==> config.mk <==
export PLATFORM = sky130hd
export DESIGN_NAME = fp_div_seq
export DESIGN_NICKNAME = d
export VERILOG_FILES = /design/src/rtl/fp_div_seq.sv
export SDC_FILE = /design/constraint.sdc
export NUM_CORES = 1
export LEC_CHECK = 0
export ABC_AREA = 1
export CORE_MARGIN = 3
export CORE_UTILIZATION = 60
export DETAILED_ROUTE_END_ITERATION = 12
export MAX_ROUTING_LAYER = met4
export PLACE_DENSITY = 0.95
export SLEW_MARGIN = 0
export SYNTH_ARGS = -nofsm -noshare
export SYNTH_HDL_FRONTEND = slang
export SYNTH_SLANG_ARGS = --single-unit
==> constraint.sdc <==
create_clock -name clk -period 5 [get_ports clk]
set_input_delay 1 -clock clk [delete_from_list [all_inputs] [get_ports clk]]
set_output_delay 1 -clock clk [all_outputs]
set_load 0.005 [all_outputs]
==> src/rtl/fp_div_seq.sv <==
// IEEE-754 single-precision sequential divider: radix-2 restoring mantissa division,
// truncation rounding, denormals flushed to zero, valid/ready handshake on both sides.
module fp_div_seq #(
  parameter logic [31:0] NAN_VALUE = 32'h7FC0_0000
) (
  input  logic        clk,
  input  logic        rst_n,
  input  logic        in_valid,
  output logic        in_ready,
  input  logic [31:0] dataA,
  input  logic [31:0] dataB,
  output logic        out_valid,
  input  logic        out_ready,
  output logic [31:0] result,
  output logic [3:0]  flags
);

  localparam logic [1:0] ST_IDLE   = 2'd0;
  localparam logic [1:0] ST_DIVIDE = 2'd1;
  localparam logic [1:0] ST_NORM   = 2'd2;
  localparam logic [1:0] ST_DONE   = 2'd3;

  localparam logic [1:0] CLS_ZERO = 2'd0;
  localparam logic [1:0] CLS_NORM = 2'd1;
  localparam logic [1:0] CLS_INF  = 2'd2;
  localparam logic [1:0] CLS_NAN  = 2'd3;

  function automatic logic [1:0] fp_class(input logic [31:0] v);
    logic [1:0] cls;
    case (v[30:23])
      8'd0:    cls = CLS_ZERO;
      8'd255:  cls = (v[22:0] == 23'd0) ? CLS_INF : CLS_NAN;
      default: cls = CLS_NORM;
    endcase
    return cls;
  endfunction

  logic [1:0]        state_r;
  logic              in_ready_r;
  logic              out_valid_r;
  logic [31:0]       result_r;
  logic [3:0]        flags_r;
  logic              sign_r;
  logic signed [9:0] exp_diff_r;
  logic [24:0]       rem_r;
  logic [23:0]       div_r;
  logic [24:0]       q_r;
  logic [4:0]        cnt_r;

  logic [1:0]        cls_a_s;
  logic [1:0]        cls_b_s;
  logic              sign_in_s;
  logic              special_s;
  logic [31:0]       spec_result_s;
  logic [3:0]        spec_flags_s;
  logic              q_bit_s;
  logic [24:0]       rem_sub_s;
  logic [24:0]       rem_next_s;
  logic signed [9:0] exp_in_s;
  logic signed [9:0] exp_norm_s;
  logic [22:0]       man_norm_s;
  logic [31:0]       norm_result_s;
  logic [3:0]        norm_flags_s;

  assign in_ready  = in_ready_r;
  assign out_valid = out_valid_r;
  assign result    = result_r;
  assign flags     = flags_r;

  assign cls_a_s   = fp_class(dataA);
  assign cls_b_s   = fp_class(dataB);
  assign sign_in_s = dataA[31] ^ dataB[31];
  assign exp_in_s  = $signed({2'b00, dataA[30:23]}) - $signed({2'b00, dataB[30:23]});

  // Special-operand classification; inf/0 yields inf without div_by_zero
  always_comb begin
    special_s     = 1'b1;
    spec_result_s = 32'd0;
    spec_flags_s  = 4'd0;
    if (cls_a_s == CLS_NAN || cls_b_s == CLS_NAN ||
        (cls_a_s == CLS_ZERO && cls_b_s == CLS_ZERO) ||
        (cls_a_s == CLS_INF && cls_b_s == CLS_INF)) begin
      spec_result_s = NAN_VALUE;
      spec_flags_s  = 4'b1000;
    end else if (cls_a_s == CLS_INF) begin
      spec_result_s = {sign_in_s, 8'hFF, 23'd0};
    end else if (cls_b_s == CLS_ZERO) begin
      spec_result_s = {sign_in_s, 8'hFF, 23'd0};
      spec_flags_s  = 4'b0100;
    end else if (cls_a_s == CLS_ZERO || cls_b_s == CLS_INF) begin
      spec_result_s = {sign_in_s, 31'd0};
    end else begin
      special_s = 1'b0;
    end
  end

  // One restoring step: partial remainder stays below twice the divisor
  always_comb begin
    q_bit_s    = (rem_r >= {1'b0, div_r});
    rem_sub_s  = rem_r - {1'b0, div_r};
    rem_next_s = q_bit_s ? rem_sub_s : rem_r;
  end

  // Normalisation and exponent range check on the finished quotient
  always_comb begin
    exp_norm_s = exp_diff_r + (q_r[24] ? 10'sd127 : 10'sd126);
    man_norm_s = q_r[24] ? q_r[23:1] : q_r[22:0];
    if (exp_norm_s >= 10'sd255) begin
      norm_result_s = {sign_r, 8'hFF, 23'd0};
      norm_flags_s  = 4'b0010;
    end else if (exp_norm_s <= 10'sd0) begin
      norm_result_s = {sign_r, 31'd0};
      norm_flags_s  = 4'b0001;
    end else begin
      norm_result_s = {sign_r, exp_norm_s[7:0], man_norm_s};
      norm_flags_s  = 4'b0000;
    end
  end

  // Control FSM, iteration datapath and registered outputs
  always_ff @(posedge clk or negedge rst_n) begin
    if (!rst_n) begin
      state_r     <= ST_IDLE;
      in_ready_r  <= 1'b1;
      out_valid_r <= 1'b0;
      result_r    <= 32'd0;
      flags_r     <= 4'd0;
      sign_r      <= 1'b0;
      exp_diff_r  <= 10'sd0;
      rem_r       <= 25'd0;
      div_r       <= 24'd0;
      q_r         <= 25'd0;
      cnt_r       <= 5'd0;
    end else begin
      case (state_r)
        ST_IDLE: begin
          if (in_valid && in_ready_r) begin
            in_ready_r <= 1'b0;
            sign_r     <= sign_in_s;
            if (special_s) begin
              result_r    <= spec_result_s;
              flags_r     <= spec_flags_s;
              out_valid_r <= 1'b1;
              state_r     <= ST_DONE;
            end else begin
              exp_diff_r <= exp_in_s;
              rem_r      <= {2'b01, dataA[22:0]};
              div_r      <= {1'b1, dataB[22:0]};
              q_r        <= 25'd0;
              cnt_r      <= 5'd0;
              state_r    <= ST_DIVIDE;
            end
          end
        end
        ST_DIVIDE: begin
          q_r   <= {q_r[23:0], q_bit_s};
          rem_r <= rem_next_s << 1;
          cnt_r <= cnt_r + 5'd1;
          if (cnt_r == 5'd24) begin
            state_r <= ST_NORM;
          end
        end
        ST_NORM: begin
          result_r    <= norm_result_s;
          flags_r     <= norm_flags_s;
          out_valid_r <= 1'b1;
          state_r     <= ST_DONE;
        end
        ST_DONE: begin
          if (out_valid_r && out_ready) begin
            out_valid_r <= 1'b0;
            in_ready_r  <= 1'b1;
            state_r     <= ST_IDLE;
          end
        end
        default: begin
          state_r     <= ST_IDLE;
          in_ready_r  <= 1'b1;
          out_valid_r <= 1'b0;
        end
      endcase
    end
  end

endmodule

Word-level counts from Yosys, hierarchy flattened. Index checks and enable logic that the tools add are counted. W data, S select, Z words.

Word-level logic and storage cells: 110. Output and inout bits: 38. Input bits: 68. Bits in registers: 130.

Mux-type cells: 49. $lt $le $gt $ge: 3. $add $sub $neg: 4. Bitwise logic cells: 2. Equal/unequal tests: 15. Reduce and logical (&&, ||, !) cells: 26.

Operators by type and width (number): $mux W32 (6); $mux W25 (4); $pmux W25 S2 (2); $pmux W32 S2 (1); $mux W31 (2); $logic_not A23 Y1 (2); $ge A25 B24 Y1 (1); $mux W24 (1); $sub A24 B24 Y24 (1); $mux W23 (1); $eq A8 B8 Y1 const B (2); $logic_not A8 Y1 (2); $reduce_and A3 Y1 (5); $mux W1 (13); $eq A2 B2 Y1 const B (6); $mux W4 (3); $add A10 B8 Y10 (1); $ge A10 B9 Y1 const B (1); $le A10 B1 Y1 const B (1); $mux W2 (5); $mux W5 (2); $ne A2 B2 Y1 const B (5); $pmux W5 S2 (1); $sub A8 B8 Y9 (1); other kinds (18) (30).

Logic depth before layout (Yosys ltp).
Word-level depth: 12. Depth in mapped cells: 18. Mapped depth without buffers: 18.

Worst setup path after synthesis. Ideal clock, no wire load.

Kind: input to register. Start point: input dataA[23]. End point: register exp_diff_r[8]. Cell stages on the path: 11. Path slack: 2.560 ns. Buffers on the path: 0. Arrival: 2.315 ns. Library setup time: 0.125 ns. Data required time: 4.875 ns. Cells stage by stage: inv_1 -> ha_1 -> fa_1 -> o21ai_0 -> nand2_1 -> nand2_1 -> nand2_1 -> a21oi_1 -> o21ai_0 -> nand2_1 -> o22ai_1.

Longest elaborated chain between the ends: 10. Elaborated cells on any way between the ends: 19. Classes of those cells: add/sub (1); eq/ne (3); mux (5); bitwise (1); reduce/logical (9).

Ends and longest elaborated chain: start: declaration (line 10) `input logic [31:0] dataA,`; $eq A8 B8 Y1 or $logic_not A8 Y1 (tied branches) (line 30) `case (v[30:23])`; $pmux W2 S2 (line 30); $logic_not A2 Y1 (line 81, 90); $logic_or A1 B1 Y1 (line 90) `end else if (cls_a_s == CLS_ZERO || cls_b_s == CLS_INF) begin`; $mux W1 (line 90); $mux W1 (line 87) `end else if (cls_b_s == CLS_ZERO) begin`; $mux W1 (line 85) `end else if (cls_a_s == CLS_INF) begin`; $mux W1 (line 80) `if (cls_a_s == CLS_NAN || cls_b_s == CLS_NAN ||`; $not A1 Y1 (no source line); $reduce_and A3 Y1 (no source line); end signal: assignment (line 146) `exp_diff_r <= exp_in_s;`; end: declaration (line 44) `logic signed [9:0] exp_diff_r;`.

Several ways; a longest one is shown, not always the timed one. A chain may end at the register's enable or synchronous reset.

Worst setup path after layout.
Start point: input dataA[5]. End point: register result_r[19] (netlist: result[19]).

Longest elaborated chain between the ends: 11. Elaborated cells on any way between the ends: 23. Classes of those cells: eq/ne (3); mux (11); reduce/logical (9).

Ends and longest elaborated chain: $logic_not A23 Y1 (*) (line 32) `8'd255: cls = (v[22:0] == 23'd0) ? CLS_INF : CLS_NAN;`; $mux W1 (*) (line 32); $pmux W2 S2 (*) (line 30); $logic_not A2 Y1 or $eq A2 B2 Y1 (tied branches) (line 81, 90, 80); $logic_or A1 B1 Y1 (tied with other cells) (line 90); $mux W1 or $logic_or A1 B1 Y1 (tied branches) (line 90, 80); $mux W1 or $logic_or A1 B1 Y1 (tied branches) (line 87, 81); $mux W1 or $mux W32 (tied branches) (line 85, 80); $mux W1 or $mux W32 (tied branches) (line 80, 140); $ne A2 B2 Y1 (no source line) or $mux W32 (tied branches); $reduce_and A3 Y1 (no source line) or $pmux W32 S2 (tied branches); end signal: assignment (line 141) `result_r <= spec_result_s;`; end signal: assignment (line 164) `result_r <= norm_result_s;`; end: declaration (line 41) `logic [31:0] result_r;`.

Every way passes the cells marked *; elsewhere a longest branch is shown, timed or not. The select of a mux whose other input is x is not followed.

==> flow_metrics.py <==
metrics = {
    "clock_network": {
        "post_cts_resize_count": 0,
        "post-cts-setup-buffer-count": 0,
        "cts_root_buf": "clkbuf_16",
        "cts_buffer_depth": 2,
        "hold_buffers": 0,
        "ctsHtreeMaxLevel": 4,
        "cts_buffers": 17,
        "clock_sinks": 129,
        "path_clk_slew_ns": 0.07,
        "cts_tree": "yes",
        "insertion_delay_ns": 0.44,
    },
    "route": {
        "drtAntennaViolNets": 0,
        "drc": 0,
        "met3_length_um": 1770,
        "highest_layer": "met4",
        "routed_wl_um": 24100,
        "met1Wirelength_um": 10400,
        "met2_length_um": 11300,
        "post_drt_wl_per_cell_um": 14.4,
        "drt-initial-drc-count": 884,
        "vias_per_cell": 5.50,
        "num_vias": 9190,
        "drt_pass1_iterations": 6,
    },
    "timing": {
        "timing.fmax_ghz": 0.274,
        "layout_setup_ws_ns": 1.34,
        "worst_pin_slew_ns": 1.00,
        "maxSlewViolCount": 0,
        "finalHoldViolations": 0,
        "worst_hold_slack_ns": 0.466,
        "setup_viol": 0,
        "fin_crit_ns": 3.66,
        "tns_ns": 0,
        "min_period_over_period": 0.731,
        "rsz0062_at_grt": "no",
        "slew_headroom": 0.332,
        "skew_ns": 0.00951,
    },
    "place": {
        "placedCellCount": 1638,
        "post-place-ws_ns": 0.969,
        "gp_congestion": 1.01,
        "placed_area_sq_um": 10200,
        "io_buffers": 105,
        "hpwl_um": 17300,
    },
    "worst_setup_path": {
        "worstPathRequired_ns": 5.37,
        "worstPathArrival_ns": 4.03,
        "r2r_cells": 13,
        "r2r_slack_ns": 1.79,
        "end_kind": "register",
        "cp_slowest_stage_delay_ns": 0.84,
        "path_class": "input pin to register",
        "cp_num_buf_inv": 2,
        "cpMostUsedCell": "nand2_1",
        "critical-path-top-delay-family": "simple AND/OR/NAND/NOR gates",
        "crit_fanout": 42,
        "slowest_stage": "nor2_2",
        "critPathLaunchType": "input pin",
        "path_depth": 14,
        "path_cells": "clkdlybuf4s50_1 -> inv_1 -> nand2_1 -> nor2_1 -> nand2_1 -> nor2_1 -> nand2_1 -> nand2_1 -> nor2_4 -> nand3_2 -> nand2_2 -> nor2_2 -> nand2_1 -> nand2_1",
    },
    "synth": {
        "yosysWarningCount": 0,
        "synthesis.area_sq_um": 9120,
        "syn_avg_cell_area_sq_um": 6.59,
        "synth.distinct_cells": 41,
        "synth_seq_cells": 129,
        "syn_inst": 1384,
        "yosysSeqAreaShare": 0.354,
        "synthesis.nets": 1494,
    },
    "finish": {
        "final_core_util": 0.732,
        "diodes": 0,
        "drive_above_1_share": 0.0592,
        "fin_nets": 1583,
        "final_cell_count_no_fill": 1670,
        "final_area_sq_um": 10800,
        "area_delta_synth_final_pct": 18.0,
    },
    "min_path": {
        "holdPathStages": 2,
        "hold_path_class": "register to register",
    },
    "global_route": {
        "grt_overflow_total": 0,
        "grt_pass1_wl_um": 40000,
        "grt_max_degree": 68,
        "grt_pass1_vias": 8627,
        "antenna_found_initial": 0,
        "gr-usage-all-layers": 0.305,
    },
    "flow_run": {
        "maxCapViolCount": 0,
    },
    "die": {
        "rows": 44,
        "ioPinCount": 106,
        "initial_core_util": 0.620,
        "die_w_um": 129,
        "die_area_sq_um": 16700,
        "coreArea_sq_um": 14700,
        "fp.dieH_um": 129,
    },
    "power": {
        "finalPower_mw": 6.98,
        "vdd_drop_max_uv": 387,
        "p_per_area_nw_per_um2": 649,
        "p_leak_nw": 5.56,
    },
    "status": {
        "status": "complete, no violations",
    },
}
## flip-flops by register name (all words and copies together) (netlist names)
signal and count:
div_r 24, out_valid 1, exp_diff_r 9, result 32, in_ready 1, q_r 25
flags 4, state_r 2, cnt_r 5, sign_r 1, rem_r 25
## synthesized netlist by cell type (all sizes together)
cell	n	area share
nand2	534	0.22
inv	209	0.086
nor2	131	0.063
dfrtp	128	0.35
o21ai	110	0.061
nand3	73	0.042
ha	40	0.055
nand4	40	0.029
a21oi	30	0.017
buf	29	0.020
clkbuf	12	0.0082
xor2	10	0.010
xnor2	8	0.0077
nor3	6	0.0033
o21bai	6	0.0049
or2	4	0.0027
nand3b	3	0.0025
fa	2	0.0044
o211ai	2	0.0016
o22ai	2	0.0014
and2	1	0.00096
clkinv	1	0.00041
dfstp	1	0.0029
dlygate4sd3	1	0.0011
dlymetal6s2s	1	0.0014
## logic make-up (layout without fill, tap and decap cells)
group / count (synthesis) / in the layout / share of synthesized area
xor gates and xnor gates: 18 / 18 / 0.0181
AOI/OAI and AO/OA: 150 / 150 / 0.0856
DFF: 129 / 129 / 0.354
and+or+nand+nor: 792 / 792 / 0.366
adders and majority gates: 42 / 42 / 0.0593
buffers and inverters: 253 / 355 / 0.117
## power breakdown
group	switching [mW]	internal [mW]	leakage, nW
Clock	0.546	0.709	0.292
Combinational	2.80	1.38	3.59
Sequential	0.200	1.34	1.68
Total	3.55	3.43	5.56
## layout make-up
cell class / instances / area (sq um)
multi-input combinational: 1002 / 4820
clock buffer: 17 / 425
fill: 1134 / 3940
inverter: 210 / 788
sequential: 129 / 3230
tap: 184 / 230
timing repair buffer: 113 / 1110
clock inverter: 15 / 159
## tightest hold or removal path: cells and delay by family (launching register included)
family,cells,cell delay [ns]
simple gates,1,0.06
buf+inv,1,0.05
flops,1,0.32
## worst paths after layout
path / from / end
worst max-delay path: dataA[5] / result[19]$_DFFE_PN0P_
max in group asynchronous: rst_n / rem_r[15]$_DFFE_PN0P_
worst min register to register: div_r[23]$_DFFE_PN0P_ / div_r[23]$_DFFE_PN0P_
worst max register to register: rem_r[17]$_DFFE_PN0P_ / rem_r[19]$_DFFE_PN0P_
worst min-delay path: div_r[23]$_DFFE_PN0P_ / div_r[23]$_DFFE_PN0P_
min in group asynchronous: rst_n / cnt_r[2]$_DFFE_PN0P_
## metal layers
layer,up-vias,GRT usage
met2,397,0.483
met1,4240,0.399
li1,4485,-
met3,68,0.0491
met4,0,0.112
met5,-,-
## placed cells by master (no fill, tap or decap), types with 2 or more instances in the layout
| master | Yosys | layout |
|---|---|---|
| nand2_4 | 2 | 2 |
| nand2_1 | 527 | 527 |
| ha_1 | 40 | 40 |
| inv_6 | 0 | 8 |
| o22ai_1 | 2 | 2 |
| nand4_1 | 39 | 39 |
| o21bai_1 | 6 | 6 |
| clkdlybuf4s50_1 | 0 | 104 |
| nor2_1 | 105 | 105 |
| nor2_2 | 23 | 23 |
| nand3_1 | 70 | 70 |
| clkbuf_16 | 0 | 17 |
| or2_2 | 3 | 3 |
| nand3_2 | 3 | 3 |
| dfrtp_1 | 128 | 128 |
| xor2_1 | 9 | 9 |
| a21oi_1 | 29 | 29 |
| xnor2_1 | 8 | 8 |
| nor2_4 | 3 | 3 |
| inv_2 | 2 | 2 |
| o211ai_1 | 2 | 2 |
| buf_4 | 4 | 9 |
| nand2_2 | 5 | 5 |
| o21ai_1 | 20 | 20 |
| inv_8 | 0 | 4 |
| fa_1 | 2 | 2 |
| inv_1 | 207 | 207 |
| o21ai_0 | 89 | 89 |
| nor3_1 | 6 | 6 |
| nand3b_1 | 3 | 3 |
Power figures use the tool's default switching activity.
